<file path="src/rtl/serial_subtractor_ctrl.sv">
// Bit-serial subtractor: computes a-b LSB first through a single full_subtractor cell.
// Optional macro SERIAL_SUB_OVF_EN adds a registered signed-overflow output (ovf).

module full_subtractor (
    input  logic X,
    input  logic Y,
    input  logic Z,
    output logic D,
    output logic B
);
    assign D = X ^ Y ^ Z;
    assign B = (~X & Y) | (~(X ^ Y) & Z);
endmodule

module serial_subtractor_ctrl #(
    parameter int unsigned WIDTH = 8
) (
    input  logic             clk,
    input  logic             rst_n,
    input  logic             start,
    input  logic [WIDTH-1:0] a,
    input  logic [WIDTH-1:0] b,
    output logic             busy,
    output logic             done,
    output logic [WIDTH-1:0] diff,
`ifdef SERIAL_SUB_OVF_EN
    output logic             borrow,
    output logic             ovf
`else
    output logic             borrow
`endif
);
    // Counter is sized to hold WIDTH so the final increment never wraps.
    localparam int unsigned CntW = $clog2(WIDTH + 1);

    typedef enum logic [1:0] {StIdle, StRun, StDone} state_e;

    state_e            r_state, w_state_d;
    logic [WIDTH-1:0]  r_a_sh, w_a_sh_d;
    logic [WIDTH-1:0]  r_b_sh, w_b_sh_d;
    logic [WIDTH-1:0]  r_res, w_res_d;
    logic [WIDTH-1:0]  r_diff, w_diff_d;
    logic [CntW-1:0]   r_cnt, w_cnt_d;
    logic              r_bint, w_bint_d;
    logic              r_busy, w_busy_d;
    logic              r_done, w_done_d;
    logic              r_borrow, w_borrow_d;
    logic              w_fs_d, w_fs_b;
    logic [WIDTH-1:0]  w_res_shift;
    logic              w_last;
`ifdef SERIAL_SUB_OVF_EN
    logic              r_a_msb, w_a_msb_d;
    logic              r_b_msb, w_b_msb_d;
    logic              r_ovf, w_ovf_d;
`endif

    full_subtractor u_fs (
        .X(r_a_sh[0]),
        .Y(r_b_sh[0]),
        .Z(r_bint),
        .D(w_fs_d),
        .B(w_fs_b)
    );

    // New difference bit enters at the MSB; after WIDTH shifts the word is aligned.
    assign w_res_shift = (r_res >> 1) | (WIDTH'(w_fs_d) << (WIDTH - 1));
    assign w_last      = (r_cnt == CntW'(WIDTH - 1));

    always_comb begin
        w_state_d  = r_state;
        w_a_sh_d   = r_a_sh;
        w_b_sh_d   = r_b_sh;
        w_res_d    = r_res;
        w_diff_d   = r_diff;
        w_cnt_d    = r_cnt;
        w_bint_d   = r_bint;
        w_busy_d   = r_busy;
        w_done_d   = 1'b0;
        w_borrow_d = r_borrow;
`ifdef SERIAL_SUB_OVF_EN
        w_a_msb_d  = r_a_msb;
        w_b_msb_d  = r_b_msb;
        w_ovf_d    = r_ovf;
`endif
        unique case (r_state)
            StIdle: begin
                if (start) begin
                    w_state_d = StRun;
                    w_a_sh_d  = a;
                    w_b_sh_d  = b;
                    w_res_d   = '0;
                    w_cnt_d   = '0;
                    w_bint_d  = 1'b0;
                    w_busy_d  = 1'b1;
`ifdef SERIAL_SUB_OVF_EN
                    w_a_msb_d = a[WIDTH-1];
                    w_b_msb_d = b[WIDTH-1];
`endif
                end
            end
            StRun: begin
                w_a_sh_d = r_a_sh >> 1;
                w_b_sh_d = r_b_sh >> 1;
                w_res_d  = w_res_shift;
                w_bint_d = w_fs_b;
                w_cnt_d  = r_cnt + CntW'(1);
                if (w_last) begin
                    w_state_d  = StDone;
                    w_diff_d   = w_res_shift;
                    w_borrow_d = w_fs_b;
                    w_done_d   = 1'b1;
`ifdef SERIAL_SUB_OVF_EN
                    w_ovf_d    = (r_a_msb != r_b_msb) && (w_res_shift[WIDTH-1] != r_a_msb);
`endif
                end
            end
            StDone: begin
                w_state_d = StIdle;
                w_busy_d  = 1'b0;
            end
            default: begin
                w_state_d = StIdle;
                w_busy_d  = 1'b0;
            end
        endcase
    end

    always_ff @(posedge clk or negedge rst_n) begin
        if (!rst_n) begin
            r_state  <= StIdle;
            r_a_sh   <= '0;
            r_b_sh   <= '0;
            r_res    <= '0;
            r_diff   <= '0;
            r_cnt    <= '0;
            r_bint   <= 1'b0;
            r_busy   <= 1'b0;
            r_done   <= 1'b0;
            r_borrow <= 1'b0;
`ifdef SERIAL_SUB_OVF_EN
            r_a_msb  <= 1'b0;
            r_b_msb  <= 1'b0;
            r_ovf    <= 1'b0;
`endif
        end else begin
            r_state  <= w_state_d;
            r_a_sh   <= w_a_sh_d;
            r_b_sh   <= w_b_sh_d;
            r_res    <= w_res_d;
            r_diff   <= w_diff_d;
            r_cnt    <= w_cnt_d;
            r_bint   <= w_bint_d;
            r_busy   <= w_busy_d;
            r_done   <= w_done_d;
            r_borrow <= w_borrow_d;
`ifdef SERIAL_SUB_OVF_EN
            r_a_msb  <= w_a_msb_d;
            r_b_msb  <= w_b_msb_d;
            r_ovf    <= w_ovf_d;
`endif
        end
    end

    assign busy   = r_busy;
    assign done   = r_done;
    assign diff   = r_diff;
    assign borrow = r_borrow;
`ifdef SERIAL_SUB_OVF_EN
    assign ovf    = r_ovf;
`endif

endmodule
</file>
<file path="config.mk">
export PLATFORM = sky130hd
export DESIGN_NAME = serial_subtractor_ctrl
export DESIGN_NICKNAME = d
export VERILOG_FILES = /design/src/rtl/serial_subtractor_ctrl.sv
export SDC_FILE = /design/constraint.sdc
export NUM_CORES = 1
export LEC_CHECK = 0
export ABC_AREA = 1
export CORE_MARGIN = 1.5
export CORE_UTILIZATION = 23
export DETAILED_ROUTE_END_ITERATION = 12
export SYNTH_ARGS = -nofsm -noshare
export SYNTH_HDL_FRONTEND = slang
export SYNTH_HIERARCHICAL = 1
export SYNTH_SLANG_ARGS = --single-unit
</file>
<file path="constraint.sdc">
create_clock -name clk -period 1.6 [get_ports clk]
set_input_delay 0.32 -clock clk [delete_from_list [all_inputs] [get_ports clk]]
set_output_delay 0.32 -clock clk [all_outputs]
set_load 0.02 [all_outputs]
</file>
==> results.ini, run 1 <==
[global_route]
grt_most_used_layer = met2
grt.overflow.total = 0
grt_use_total = 0.0997
grt_start_max_net_pins = 42
grt_first_pass_wirelength_um = 6600
grt_use_met3 = 0.0293
antenna_found_initial = 0
groute.layer.met1.usage = 0.118
use_met2 = 0.165
first_global_vias = 1437

[clock_network]
cts.sink_count = 41
htree_levels = 2
numCtsBuffers = 5
cts.path.max_buffers = 2
clock_tree.root_cell = sky130_fd_sc_hd__clkbuf_8
clkSlewWorstSetupHoldPaths_ns = 0.08
worst_skew_late_latency_ns = 0.29
tritoncts = done

[placed_design]
port-buffer-count = 29
globalplace.congestion = 0.665
dp_hpwl_um = 2380

[timing]
slew_viol_final = 0
worst_pin_slew_ns = 0.391
setup_viol = 0
layout_min_cycle_time_ns = 1.56
skew_ns = 0.00374
max-slew-margin-rel = 0.738
hold_viol_final = 0
layout_worst_path_cycle_share = 0.974
rsz0062_at_grt = no
totalNegativeSetupSlack_ns = 0
max_clock_freq_mhz = 642

[routing]
drc = 0
routedWlPerCell_um = 11.2
routed_wire_length_um = 3720
routed-via-count = 1385
drtPass1Iterations = 4
drt_first_iter_violations = 91
post_drt_via_cell_ratio = 4.18
antenna_left = 0

[synthesis]
postSynthNetCount = 219
mappedNetlistArea_um2 = 1780
ys_warn_count = 6
synth-seq-area-share = 0.576
netlist-cell-type-count = 18
synth.avg_cell_area_um2 = 9.00
synthesis.instances = 198
yosys_register_bits = 41

[cells_and_area]
total_nets_final = 252
layout.cells.most_common = sky130_fd_sc_hd__nand2_1
antenna-diode-count = 0
fin_util = 0.309
flow.area_growth_from_synthesis_pct = 27.8
final_cell_mix = 81 x sky130_fd_sc_hd__nand2_1, 43 x sky130_fd_sc_hd__nand3_1, 41 x sky130_fd_sc_hd__dfrtp_1
layout-drive-gt1-share = 0.0733

[die]
die_area_um2 = 8280
placement_rows = 31
die-width_um = 91.0
die_height_um = 91.0
number_of_ports_placed_on_the_die_boundary = 30
core_um2 = 7370
floorplan.initialDensity = 0.242

[worst_setup_path]
cp.depth = 1
critical_path.max_fanout = 2
critical_path.startpoint = diff[7]$_DFFE_PN0P_
critPathCapture = diff[7]
r2r_end = diff[2]$_DFFE_PN0P_
r2r_setup_slack_ns = 0.30
timing.critical_path.slowest_stage_cell = sky130_fd_sc_hd__clkdlybuf4s50_1
worst_ep_arrival_time_ns = 1.24
worst-setup-path-type = flop to output port
endpoint_kind = output port
cp.buffers_inverters = 1
startpoint_type = flop
critical_path.reg2reg.startpoint = r_cnt[0]$_DFFE_PN0P_
worst_path_dominant_cell_family = buffers and inverters
cp_cell_sequence = clkdlybuf4s50_1
required_time_of_the_critical_path_ns = 1.28
r2r_cells = 6
critPathMaxStageDelay_ns = 0.60

[power_and_ir_drop]
cellPowerDensity_nw_per_um2 = 1750
power.combinational.fraction = 0.393
p_int_mw = 2.42
flop_pwr_share = 0.444
clock_group_share_of_total_power = 0.163
switching_portion_of_total_power = 0.392
total_leakage_power_nw = 1.18
power.switching_mw = 1.56
peakVddDrop_mv = 0.395

[worst_hold_path]
min_delay_worst_type = flop to flop

[flow_run]
maxCapViolations = 0

[status]
outcome = complete, no violations

==> layer usage <==
metal	vias up	share of wire	routed length, um
met5	-	0	0
met4	0	0.019	72
met3	5	0.038	143
met2	23	0.46	1730
met1	657	0.48	1780
li1	700	-	-
==> power groups by stage <==
stage | clock (mW) | combinational (mW) | sequential (mW)
after global placement | 0 | 1.60 | 1.78
after CTS | 0.673 | 1.62 | 1.78
after detailed placement | 0 | 1.60 | 1.80
after floorplan | 0 | 1.01 | 1.90
after global routing | 0.704 | 1.78 | 1.85
final | 0.649 | 1.57 | 1.77
==> synth_stat cells <==
master,count,area [um^2]
sky130_fd_sc_hd__buf_6,5,56.3
sky130_fd_sc_hd__o21ai_1,1,5.00
sky130_fd_sc_hd__buf_2,3,15.0
sky130_fd_sc_hd__a21oi_1,1,5.00
sky130_fd_sc_hd__inv_1,6,22.5
sky130_fd_sc_hd__inv_2,1,3.75
sky130_fd_sc_hd__o21ai_0,3,15.0
sky130_fd_sc_hd__nand2_2,1,6.26
sky130_fd_sc_hd__nand4_1,1,6.26
sky130_fd_sc_hd__nand2_1,81,304
sky130_fd_sc_hd__ha_1,1,12.5
sky130_fd_sc_hd__fa_1,1,20.0
sky130_fd_sc_hd__nand2_4,2,22.5
sky130_fd_sc_hd__nand3_1,43,215
sky130_fd_sc_hd__nor2_1,4,15.0
sky130_fd_sc_hd__nor2_4,2,22.5
sky130_fd_sc_hd__dfrtp_1,41,1030
sky130_fd_sc_hd__inv_6,1,8.76
==> sequential cells by signal, indices dropped and copies added, names as in the netlist <==
| register | count |
|---|---|
| busy | 1 |
| r_state | 2 |
| r_b_sh | 8 |
| r_cnt | 4 |
| r_bint | 1 |
| r_a_sh | 8 |
| borrow | 1 |
| r_res | 7 |
| diff | 8 |
| done | 1 |
==> logic make-up after synthesis <==
kind of cell	synth area share
AOI/OAI and AO/OA	0.0140
buffers and inverters	0.0597
adders and majority gates	0.0183
and+or+nand+nor	0.332
DFF	0.576
==> through the flow <==
| stage | hold slack [ns] | cells | area (um^2) | setup slack [ns] | power, mW |
|---|---|---|---|---|---|
| 6_report | 0.484 | 331 | 2280 | 0.0422 | 3.98 |
| 5_1_grt | 0.527 | 331 | 2280 | 0.00519 | 4.34 |
| 4_1_cts | 0.493 | 331 | 2250 | 0.00273 | 4.08 |
| 3_5_place_dp | 0.310 | 322 | 2160 | 0.0951 | 3.40 |
| 3_3_place_gp | 0.311 | 322 | 2160 | 0.0955 | 3.39 |
| 2_1_floorplan | 0.0244 | 198 | 1780 | 0.486 | 2.91 |
==> worst min-delay path by stage <==
stage                          startpoint               endpoint  slack, ns  cells after the start
floorplan                           rst_n     borrow$_DFFE_PN0P_       0.02                      0
global placement                    rst_n  r_a_sh[3]$_DFFE_PN0P_       0.31                      2
detailed placement                  rst_n  r_a_sh[3]$_DFFE_PN0P_       0.31                      2
CTS                   diff[6]$_DFFE_PN0P_    diff[6]$_DFFE_PN0P_       0.49                      2
global route        r_a_sh[7]$_DFFE_PN0P_  r_a_sh[6]$_DFFE_PN0P_       0.53                      2
finish                diff[6]$_DFFE_PN0P_    diff[6]$_DFFE_PN0P_       0.48                      2
==> area by class of cell <==
| cell class | count | area (um^2) |
|---|---|---|
| clock buffer | 8 | 80.1 |
| fill | 824 | 5090 |
| inverter | 8 | 35.0 |
| multi-input combinational | 141 | 649 |
| timing repair buffer | 34 | 363 |
| sequential | 41 | 1030 |
| tap | 99 | 124 |
==> repair_timing <==
item / CTS / global route
gates resized for setup: 0 / 10
endpoints found under the hold margin: 41 / 0
buffers inserted: 0 / 0
endpoints found under the setup margin: 0 / 10
hold buffers: 1 / 0
(Power assumes the default switching activity.)
==> inputs of run 2 (changes only) <==
--- a/config.mk
+++ b/config.mk
@@ -6,7 +6,7 @@
 export NUM_CORES = 1
 export LEC_CHECK = 0
 export ABC_AREA = 1
-export CORE_MARGIN = 1.5
+export CORE_MARGIN = 1
 export CORE_UTILIZATION = 23
 export DETAILED_ROUTE_END_ITERATION = 12
 export SYNTH_ARGS = -nofsm -noshare
==> run 2 against run 1 <==
  * Cell area rose by 0.49%
  * Wire length fell by 3.7%
  * Global-route usage fell by 0.18 points
  * Worst hold slack got worse by 0.0067 ns
  * Clock power rose by 3.5%
  * Sequential power barely moved
  * First-iteration DRC count fell by 2.2%
  * Largest cell class unchanged
==> results.ini, run 2 (synthesis results as in run 1) <==
[routing]
routed_wire_length_um = 3590
routed-via-count = 1380
post_drt_via_cell_ratio = 4.17
antenna_left = 0
drc = 0
drt_first_iter_violations = 89
routedWlPerCell_um = 10.8
drtPass1Iterations = 4

[timing]
hold_viol_final = 0
worst_pin_slew_ns = 0.399
skew_ns = 0.00727
layout_setup_ws_ns = 0.0456
setup_viol = 0
layout_min_cycle_time_ns = 1.55
max-slew-margin-rel = 0.733
rsz0062_at_grt = no
totalNegativeSetupSlack_ns = 0
max_clock_freq_mhz = 643
layout_worst_path_cycle_share = 0.972
slew_viol_final = 0

[worst_setup_path]
cp_cell_sequence = clkdlybuf4s50_1
timing.critical_path.slowest_stage_cell = sky130_fd_sc_hd__clkdlybuf4s50_1
required_time_of_the_critical_path_ns = 1.28
worst_ep_arrival_time_ns = 1.23
endpoint_kind = output port
critical_path.max_fanout = 2
startpoint_type = flop
cp.buffers_inverters = 1
worst_path_dominant_cell_family = buffers and inverters
worst-setup-path-type = flop to output port
critPathMaxStageDelay_ns = 0.60

[placed_design]
port-buffer-count = 29
dp_hpwl_um = 2350
placement.setup.worst_slack_ns = 0.0812
globalplace.congestion = 0.702

[global_route]
grt_start_max_net_pins = 42
antenna_found_initial = 0
grt_use_total = 0.0980
grt.overflow.total = 0
first_global_vias = 1342
grt_first_pass_wirelength_um = 6290

[cells_and_area]
layout-drive-gt1-share = 0.0819
flow.area_growth_from_synthesis_pct = 28.4
layout.cells.most_common = sky130_fd_sc_hd__nand2_1
fill_cells = 810
final_cell_mix = 81 x sky130_fd_sc_hd__nand2_1, 43 x sky130_fd_sc_hd__nand3_1, 41 x sky130_fd_sc_hd__dfrtp_1
antenna-diode-count = 0
total_nets_final = 253

[worst_hold_path]
min_delay_worst_type = flop to flop

[die]
floorplan.initialDensity = 0.242
die-width_um = 90.0
die_area_um2 = 8100
number_of_ports_placed_on_the_die_boundary = 30
core_um2 = 7370
placement_rows = 31
die_height_um = 90.0

[clock_network]
numCtsBuffers = 5
cts.sink_count = 41
clkSlewWorstSetupHoldPaths_ns = 0.07
cts.path.max_buffers = 2
number_of_post_cts_setup_repair_buffers = 0
clock_tree.root_cell = sky130_fd_sc_hd__clkbuf_8
tritoncts = done
worst_skew_late_latency_ns = 0.29
htree_levels = 2

[power_and_ir_drop]
total_leakage_power_nw = 1.17
peakVddDrop_mv = 0.497
cellPowerDensity_nw_per_um2 = 1760

[flow_run]
maxCapViolations = 0

[status]
outcome = complete, no violations

==> run 2: cell count changes in the layout (fill, tap and decap cells not counted), sizes merged <==
cell,delta
buf,+1
dlymetal6s2s,-1
clkdlybuf4s50,+1
clkbuf,-1
==> run 2: metal layers <==
layer,share of wire,up-vias,GRT usage
met5,0,-,0
met4,0.014,0,0.0363
met3,0.042,6,0.0355
met2,0.45,20,0.155
met1,0.49,648,0.122
li1,-,706,-
==> run 2: metrics by stage <==
stage / cells / power (mW) / hold slack, ns / utilization / cell area, um^2
2_1_floorplan: 198 / 2.91 / 0.0244 / - / 1780
3_3_place_gp: 323 / 3.39 / 0.312 / 0.294 / 2170
3_5_place_dp: 323 / 3.41 / 0.311 / 0.294 / 2170
4_1_cts: 331 / 4.10 / 0.486 / 0.307 / 2270
5_1_grt: 331 / 4.37 / 0.500 / 0.311 / 2290
6_report: 331 / 4.02 / 0.477 / 0.311 / 2290
==> run 2: what timing repair did <==
item                                    CTS  global route
endpoints found under the setup margin    0             9
hold buffers                              1             0
gates resized for setup                   0             9
hold endpoints to repair                 32             0
==> run 2: final timing paths <==
kind	from	endpoint	slack [ns]	cells after the start
worst min register to register	diff[5]$_DFFE_PN0P_	diff[5]$_DFFE_PN0P_	0.48	2
worst min-delay path	diff[5]$_DFFE_PN0P_	diff[5]$_DFFE_PN0P_	0.48	2
worst max-delay path	diff[2]$_DFFE_PN0P_	diff[2]	0.05	1
worst max register to register	r_cnt[0]$_DFFE_PN0P_	diff[3]$_DFFE_PN0P_	0.32	6
max in group asynchronous	rst_n	r_a_sh[7]$_DFFE_PN0P_	0.87	3
min in group asynchronous	rst_n	diff[6]$_DFFE_PN0P_	0.53	3
==> run 2: worst min-delay path, stage by stage (launching register included) <==
cell and delay (ns):
sky130_fd_sc_hd__dfrtp_1 0.34, sky130_fd_sc_hd__nand2_1 0.05, sky130_fd_sc_hd__nand2_1 0.05
==> run 2: layout make-up <==
cell class / instances / area [um^2] / area share
Timing Repair Buffer: 35 / 368 / 0.161
Multi-Input combinational cell: 141 / 649 / 0.284
Tap cell: 99 / 124 / 0.0541
Sequential cell: 41 / 1030 / 0.448
Inverter: 8 / 35.0 / 0.0153
Clock buffer: 7 / 86.3 / 0.0377
==> run 2: power by group <==
group | internal (mW) | leakage (nW) | switching, mW
registers | 1.49 | 0.522 | 0.275
logic | 0.645 | 0.607 | 0.938
clock network | 0.342 | 0.0443 | 0.329
total | 2.47 | 1.17 | 1.54
